## src/rtl/fmul_pipe.sv

```systemverilog
// fmul_pipe: 3-stage pipelined fp32 multiplier with valid/ready flow control and tag passthrough.
// Define FMUL_ROUND_NEAREST_EN for round-to-nearest-even; the default build truncates.
module fmul_pipe #(
    parameter int TAG_W = 4
) (
    input  logic             clk,
    input  logic             rst_n,
    input  logic             in_valid,
    output logic             in_ready,
    input  logic [31:0]      a,
    input  logic [31:0]      b,
    input  logic [TAG_W-1:0] in_tag,
    output logic             out_valid,
    input  logic             out_ready,
    output logic [31:0]      p,
    output logic [TAG_W-1:0] out_tag
);

`ifdef FMUL_ROUND_NEAREST_EN
    localparam int PLSB = 0;
`else
    localparam int PLSB = 23;
`endif

    logic               v1_r, v2_r, v3_r;
    logic               adv1_s, adv2_s, adv3_s;

    logic [7:0]         ea_s, eb_s;
    logic               any_nan_s, any_inf_s, any_zero_s;
    logic signed [9:0]  esum_s;
    logic [47:0]        prod_s;

    logic               s1_sign_r, s1_nan_r, s1_inf_r, s1_zero_r;
    logic signed [9:0]  s1_esum_r;
    logic [47:PLSB]     s1_prod_r;
    logic [TAG_W-1:0]   s1_tag_r;

    logic [22:0]        mant_s;
    logic signed [9:0]  esum_n_s;

    logic               s2_sign_r, s2_nan_r, s2_inf_r, s2_zero_r;
    logic signed [9:0]  s2_esum_r;
    logic [22:0]        s2_mant_r;
    logic [TAG_W-1:0]   s2_tag_r;

    logic [22:0]        mant_f_s;
    logic signed [9:0]  esum_f_s;
    logic [31:0]        pack_s;

`ifdef FMUL_ROUND_NEAREST_EN
    logic               guard_s, sticky_s;
    logic               s2_guard_r, s2_sticky_r;
`else
    logic               prod_unused_s;
    assign prod_unused_s = ^prod_s[22:0];
`endif

    // Bubble-collapsing advance chain; in_ready is combinational from out_ready.
    always_comb begin
        adv3_s = !v3_r || out_ready;
        adv2_s = !v2_r || adv3_s;
        adv1_s = !v1_r || adv2_s;
    end

    assign in_ready  = adv1_s;
    assign out_valid = v3_r;

    // Unpack: operand classes (denormals count as zero), biased exponent sum, mantissa product.
    always_comb begin
        ea_s       = a[30:23];
        eb_s       = b[30:23];
        any_zero_s = (ea_s == 8'd0) || (eb_s == 8'd0);
        any_inf_s  = ((ea_s == 8'hFF) && (a[22:0] == 23'd0)) ||
                     ((eb_s == 8'hFF) && (b[22:0] == 23'd0));
        any_nan_s  = ((ea_s == 8'hFF) && (a[22:0] != 23'd0)) ||
                     ((eb_s == 8'hFF) && (b[22:0] != 23'd0));
        esum_s     = $signed({2'b00, ea_s}) + $signed({2'b00, eb_s}) - 10'sd127;
        prod_s     = {24'd0, 1'b1, a[22:0]} * {24'd0, 1'b1, b[22:0]};
    end

    // Stage 1 register.
    always_ff @(posedge clk) begin
        if (!rst_n) begin
            v1_r      <= 1'b0;
            s1_sign_r <= 1'b0;
            s1_nan_r  <= 1'b0;
            s1_inf_r  <= 1'b0;
            s1_zero_r <= 1'b0;
            s1_esum_r <= 10'sd0;
            s1_prod_r <= '0;
            s1_tag_r  <= '0;
        end else if (adv1_s) begin
            v1_r <= in_valid;
            if (in_valid) begin
                s1_sign_r <= a[31] ^ b[31];
                s1_nan_r  <= any_nan_s || (any_inf_s && any_zero_s);
                s1_inf_r  <= any_inf_s;
                s1_zero_r <= any_zero_s;
                s1_esum_r <= esum_s;
                s1_prod_r <= prod_s[47:PLSB];
                s1_tag_r  <= in_tag;
            end
        end
    end

    // Normalize: the product of two [1,2) mantissas lies in [1,4), so at most one right shift.
    always_comb begin
        if (s1_prod_r[47]) begin
            mant_s   = s1_prod_r[46:24];
            esum_n_s = s1_esum_r + 10'sd1;
`ifdef FMUL_ROUND_NEAREST_EN
            guard_s  = s1_prod_r[23];
            sticky_s = |s1_prod_r[22:0];
`endif
        end else begin
            mant_s   = s1_prod_r[45:23];
            esum_n_s = s1_esum_r;
`ifdef FMUL_ROUND_NEAREST_EN
            guard_s  = s1_prod_r[22];
            sticky_s = |s1_prod_r[21:0];
`endif
        end
    end

    // Stage 2 register.
    always_ff @(posedge clk) begin
        if (!rst_n) begin
            v2_r        <= 1'b0;
            s2_sign_r   <= 1'b0;
            s2_nan_r    <= 1'b0;
            s2_inf_r    <= 1'b0;
            s2_zero_r   <= 1'b0;
            s2_esum_r   <= 10'sd0;
            s2_mant_r   <= 23'd0;
            s2_tag_r    <= '0;
`ifdef FMUL_ROUND_NEAREST_EN
            s2_guard_r  <= 1'b0;
            s2_sticky_r <= 1'b0;
`endif
        end else if (adv2_s) begin
            v2_r <= v1_r;
            if (v1_r) begin
                s2_sign_r   <= s1_sign_r;
                s2_nan_r    <= s1_nan_r;
                s2_inf_r    <= s1_inf_r;
                s2_zero_r   <= s1_zero_r;
                s2_esum_r   <= esum_n_s;
                s2_mant_r   <= mant_s;
                s2_tag_r    <= s1_tag_r;
`ifdef FMUL_ROUND_NEAREST_EN
                s2_guard_r  <= guard_s;
                s2_sticky_r <= sticky_s;
`endif
            end
        end
    end

    // Round (optional) and pack; specials take priority over range checks.
    always_comb begin
        mant_f_s = s2_mant_r;
        esum_f_s = s2_esum_r;
`ifdef FMUL_ROUND_NEAREST_EN
        if (s2_guard_r && (s2_sticky_r || s2_mant_r[0])) begin
            if (s2_mant_r == 23'h7FFFFF) begin
                mant_f_s = 23'd0;
                esum_f_s = s2_esum_r + 10'sd1;
            end else begin
                mant_f_s = s2_mant_r + 23'd1;
            end
        end else begin
            mant_f_s = s2_mant_r;
        end
`endif
        if (s2_nan_r) begin
            pack_s = 32'h7FC00000;
        end else if (s2_inf_r) begin
            pack_s = {s2_sign_r, 8'hFF, 23'd0};
        end else if (s2_zero_r) begin
            pack_s = {s2_sign_r, 31'd0};
        end else if (esum_f_s >= 10'sd255) begin
            pack_s = {s2_sign_r, 8'hFF, 23'd0};
        end else if (esum_f_s <= 10'sd0) begin
            pack_s = {s2_sign_r, 31'd0};
        end else begin
            pack_s = {s2_sign_r, esum_f_s[7:0], mant_f_s};
        end
    end

    // Stage 3 / output register.
    always_ff @(posedge clk) begin
        if (!rst_n) begin
            v3_r    <= 1'b0;
            p       <= 32'd0;
            out_tag <= '0;
        end else if (adv3_s) begin
            v3_r <= v2_r;
            if (v2_r) begin
                p       <= pack_s;
                out_tag <= s2_tag_r;
            end
        end
    end

endmodule

```

## config.mk

```make
export PLATFORM = sky130hd
export DESIGN_NAME = fmul_pipe
export DESIGN_NICKNAME = d
export VERILOG_FILES = /design/src/rtl/fmul_pipe.sv
export SDC_FILE = /design/constraint.sdc
export NUM_CORES = 2
export LEC_CHECK = 0
export ABC_AREA = 1
export BUFFER_PORTS_ARGS = -buffer_cell sky130_fd_sc_hd__clkbuf_2
export CAP_MARGIN = 5
export CORE_ASPECT_RATIO = 1.1
export CORE_UTILIZATION = 50
export DETAILED_ROUTE_END_ITERATION = 10
export PLACE_DENSITY = 0.75
export SLEW_MARGIN = 25
export SYNTH_ARGS = -nofsm -noshare
export SYNTH_HDL_FRONTEND = slang
export SYNTH_SLANG_ARGS = --single-unit
```

## constraint.sdc

```tcl
create_clock -name clk -period 8.7 [get_ports clk]
set_input_delay 1.74 -clock clk [delete_from_list [all_inputs] [get_ports clk]]
set_output_delay 1.74 -clock clk [all_outputs]
set_load 0.005 [all_outputs]
```

---- Word-level counts from Yosys, hierarchy flattened ----
Index checks and enable logic that the tools add are counted.
storage, ports and cells
  bits in registers ....................... 123
  latch bits .............................. 0
  bits in writable memories ............... 0
  memory bits (read-only) ................. 0
  input bits .............................. 72
  word-level logic and storage cells ...... 59
  memories kept ........................... 0
cells by class
  $add $sub $neg .......................... 3
  multiply operators ...................... 1
  divide/modulo/power cells ............... 0
  order comparisons ....................... 2
  equality and inequality tests ........... 2
  shifts and indexed selects .............. 0
  muxes and demuxes ....................... 7
  bitwise gates (word level) .............. 1
  reductions and logical operators ........ 24
operators with widths
  operator                                                         number
  2-to-1 mux 31 bit                                                4
  multiplier 24 x 24 -> 48 bit                                     1
  zero test 23 bit                                                 2
  nonzero test 23 bit                                              2
  2-to-1 mux 32 bit                                                1
  2-to-1 mux 23 bit                                                1
  == test 8 bit, second input constant                             2
  zero test 8 bit                                                  2
  adder 10 x 2 -> 10 bit, second input constant                    1
  >= comparator 10 x 9 -> 1 bit, second input constant             1
  less-or-equal comparator 10 x 1 -> 1 bit, second input constant  1
  2-to-1 mux 10 bit                                                1
  subtractor 9 x 7 -> 10 bit, second input constant                1
  adder 8 x 8 -> 9 bit                                             1
  logical OR 1 bit                                                 7
  AND reduction 2 bit                                              3
  logical AND 1 bit                                                5
  zero test 1 bit                                                  3
  XOR 1 bit                                                        1

---- Logic depth before layout (Yosys ltp) ----
  word-level depth ........................ 6
  depth in mapped cells ................... 31
  gate-level depth less buffers ........... 29

---- Worst setup path after synthesis ----
No wires, ideal clock.
  kind .................................... input port to flip-flop
  start ................................... input port b[12]
  end ..................................... register s1_prod_r[47] in the netlist's numbering
  library setup time ...................... 0.109 ns
  arrival time ............................ 7.343 ns
  slack ................................... 1.247 ns
  stages on the path ...................... 27
  path through ............................ clkbuf_1 > clkbuf_1 > nand2_1 > fa_1 > inv_1 > fa_1 > inv_1 > fa_1 > fa_1 > inv_1 > fa_1 > fa_1 > inv_1 > fa_1 > inv_1 > ha_1 > inv_1 > o21ai_0 > or2_2 > a21oi_1 > o21ai_0 > nand2_1 > nand3_1 > nand2_1 > nand3_1 > nand2_1 > inv_1
between the ends
  cells in the longest elaborated chain, start to end .. 1
RTL lines
  what                          line  RTL
  from (decl)                   11    input logic [31:0] b,
  multiplier 24 x 24 -> 48 bit  78    prod_s = {24'd0, 1'b1, a[22:0]} * {24'd0, 1'b1, b[22:0]};
  to (signal assigned)          100   s1_prod_r <= prod_s[47:PLSB];
  to (decl)                     35    logic [47:PLSB] s1_prod_r;
No other way between the ends.
A chain may end at the register's enable or synchronous reset.

---- Final worst setup path ----
  start ................................... input port a[19]
  end ..................................... register s1_prod_r[47] in the netlist's numbering
between the ends
  cells in the longest elaborated chain, start to end .. 1
RTL lines
  what                          line  RTL
  from (decl)                   10    input logic [31:0] a,
  multiplier 24 x 24 -> 48 bit  78
No other way between the ends.

==> results_dict.tcl <==
set metrics [dict create \
    layout_common_cells "951 x inv_1, 814 x nand2_1, 482 x fa_1" \
    nets 4173 \
    drt_iter0_drc 1456 \
    die_width_um 216 \
    synth_top_area_share 0.385 \
    io_pins 110 \
    worstPathArrival_ns 8.09 \
    synth-xor-area-share 0.00698 \
    r2r_start "s1_prod_r[47]$_SDFFE_PN0P_" \
    max_cap_violations 0 \
    synth_ff_type "dfxtp_1" \
    dieArea_um2 51100 \
    holdBufCountCts 0 \
    seq_area_frac_synth 0.0982 \
    setup_viol_count_final 0 \
    critical_path.startpoint "a[19]" \
    drive_gt1_frac 0.0644 \
    synth_fp_nets 4138 \
    globalplace.congestion 0.977 \
    grt_use_total 0.277 \
    synth_cell_types 38 \
    min_period_ns 7.78 \
    clk_pin_slew_ns 0.06 \
    die_y_um 237 \
    whs_ns 0.462 \
    final_util 0.545 \
    initial_core_util 0.509 \
    antenna_found_initial 1 \
    synthCells 3399 \
    numCtsBuffers 17 \
    start_kind "input pin" \
    hp-class "reg -> reg" \
    grt_max_degree 71 \
    syn-mean-instance-area_um2 7.38 \
    routed_wirelength_um 67500 \
    synth_compound_area_frac 0.0658 \
    cp.required_ns 9.01 \
    cp-end-kind "register" \
    dp_slack_ns 0.517 \
    wire_per_inst_um 16.5 \
    yosysWarnings 0 \
    postCtsResizedCells 0 \
    final_common_cell "inv_1" \
    yosys.area.top_type "fa_1" \
    ant_nets 0 \
    synth-simple-area-share 0.187 \
    overflow 0 \
    slowest_stage "fa_1" \
    worst_path_most_repeated_cell "fa_1" \
    synthToLayoutAreaGrowth_pct 6.96 \
    slew_violations 0 \
    cts_setup_buffers 0 \
    rows 85 \
    insertion_delay_ns 0.41 \
    core_um2 49200 \
    max_stage_delay_ns 0.55 \
    clock-sinks 123 \
    grt_pass1_wl_um 113000 \
    tns_ns 0 \
    dp_hpwl_um 55000 \
    setup_slack_ns 0.923 \
    via_per_inst 5.12 \
    crit_type "in -> reg" \
    muxShareOfSynthArea 0 \
    synthAdderAreaFrac 0.477 \
    tightest_slew_ns 0.947 \
    synth_edf_count 0 \
    ys_ff_latch 123 \
    rsz0062_at_grt "false" \
    cts_tree "built" \
    synth_area_leaders "fa_1 38%, inv_1 14%, nand2_1 12%" \
    cts_root_buf "clkbuf_16" \
    max_slew_margin 0.367 \
    min_period_over_period 0.894 \
    fin_worst_skew_ns 0.00849 \
    port_buffers 109 \
    synth_top_family_by_area "adder cells" \
    drcViolationCount 0 \
    num_vias 21000 \
    dr.pass1.iters 6 \
    ys_async_sr_fraction 0 \
    htreeDepth 4 \
    max_clock_freq_ghz 0.129 \
    crit_path_max_fanout 15 \
    status "complete, no violations" \
    netlist_area_um2 25100 \
    first_global_vias 22000 \
    hold_violations 0 \
    max-clock-path-buffers 2 \
    hold_start "p[10]$_SDFFE_PN0P_" \
]
## layer usage
| metal | up-vias | global-route usage | share of wire |
|---|---|---|---|
| met5 | - | 0 | 0 |
| met4 | 0 | 0.0746 | 0.024 |
| met3 | 136 | 0.0462 | 0.081 |
| met2 | 829 | 0.472 | 0.48 |
| met1 | 10100 | 0.365 | 0.41 |
| li1 | 9904 | - | - |
## critical path, delay by kind of cell
family / cells / cell delay [ns]
buffers and inverters: 8 / 0.99
adders and majority gates: 8 / 3.86
AOI/OAI and AO/OA: 3 / 0.55
and+or+nand+nor: 8 / 0.95
## registers in the layout, summed over array words and instances, names as in the netlist
name,flops
esum_f_s,10
mant_f_s,23
out_tag,4
out_valid,1
p,32
s1_esum_r,10
s1_inf_r,1
s1_nan_r,1
s1_prod_r,25
s1_sign_r,1
s1_tag_r,4
s1_zero_r,1
s2_inf_r,1
s2_nan_r,1
s2_sign_r,1
s2_tag_r,4
s2_zero_r,1
v1_r,1
v2_r,1
## cell families after synthesis
family | after synthesis
and+or+nand+nor | 1174
AOI/OAI and AO/OA | 313
buffers and inverters | 1102
DFF | 123
xor gates and xnor gates | 20
adders and majority gates | 667
## stage by stage
step / area, um^2 / instances
floorplan: 25100 / 3399
global placement: 26300 / 4067
detailed placement: 26300 / 4067
CTS: 26800 / 4099
global route: 26800 / 4100
finish: 26800 / 4100
## area by class of cell
type,instances,area (um^2)
fillers,4666,22400
multi-input cells,2174,18500
inverters,955,3580
flip-flops and latches,123,2460
repair buffers,163,951
well taps,652,816
clock buffers,18,439
clock inverters,14,98.8
diodes,1,2.50
## synthesized netlist by cell type, types with 2 or more instances
cell type / count
inv_2: 4
nor3_1: 13
a21oi_1: 139
nand3_1: 85
xor2_1: 9
o21ai_0: 126
xnor2_1: 11
buf_4: 2
clkbuf_1: 132
nor4_1: 13
buf_1: 5
nand4_1: 19
o21ai_1: 6
nor2_2: 6
dfxtp_1: 123
ha_1: 185
inv_1: 951
a21boi_0: 3
buf_2: 8
a21o_1: 3
o21a_1: 7
fa_1: 482
a31oi_1: 21
nand2_2: 6
nor2_1: 205
nand2_1: 815
or2_2: 6
o21bai_1: 4
## final timing paths
check / to / slack, ns / depth (start not counted)
setup / recovery: s1_prod_r[47]$_SDFFE_PN0P_ / 0.92 / 27
hold / removal: p[10]$_SDFFE_PN0P_ / 0.46 / 2
setup reg to reg: esum_f_s[8]$_SDFFE_PN0P_ / 5.95 / 7
hold reg to reg: p[10]$_SDFFE_PN0P_ / 0.46 / 2
Power is left out: the tool's default activity adds up to more than one toggle a clock period on the data nets, which glitch-free logic cannot reach.
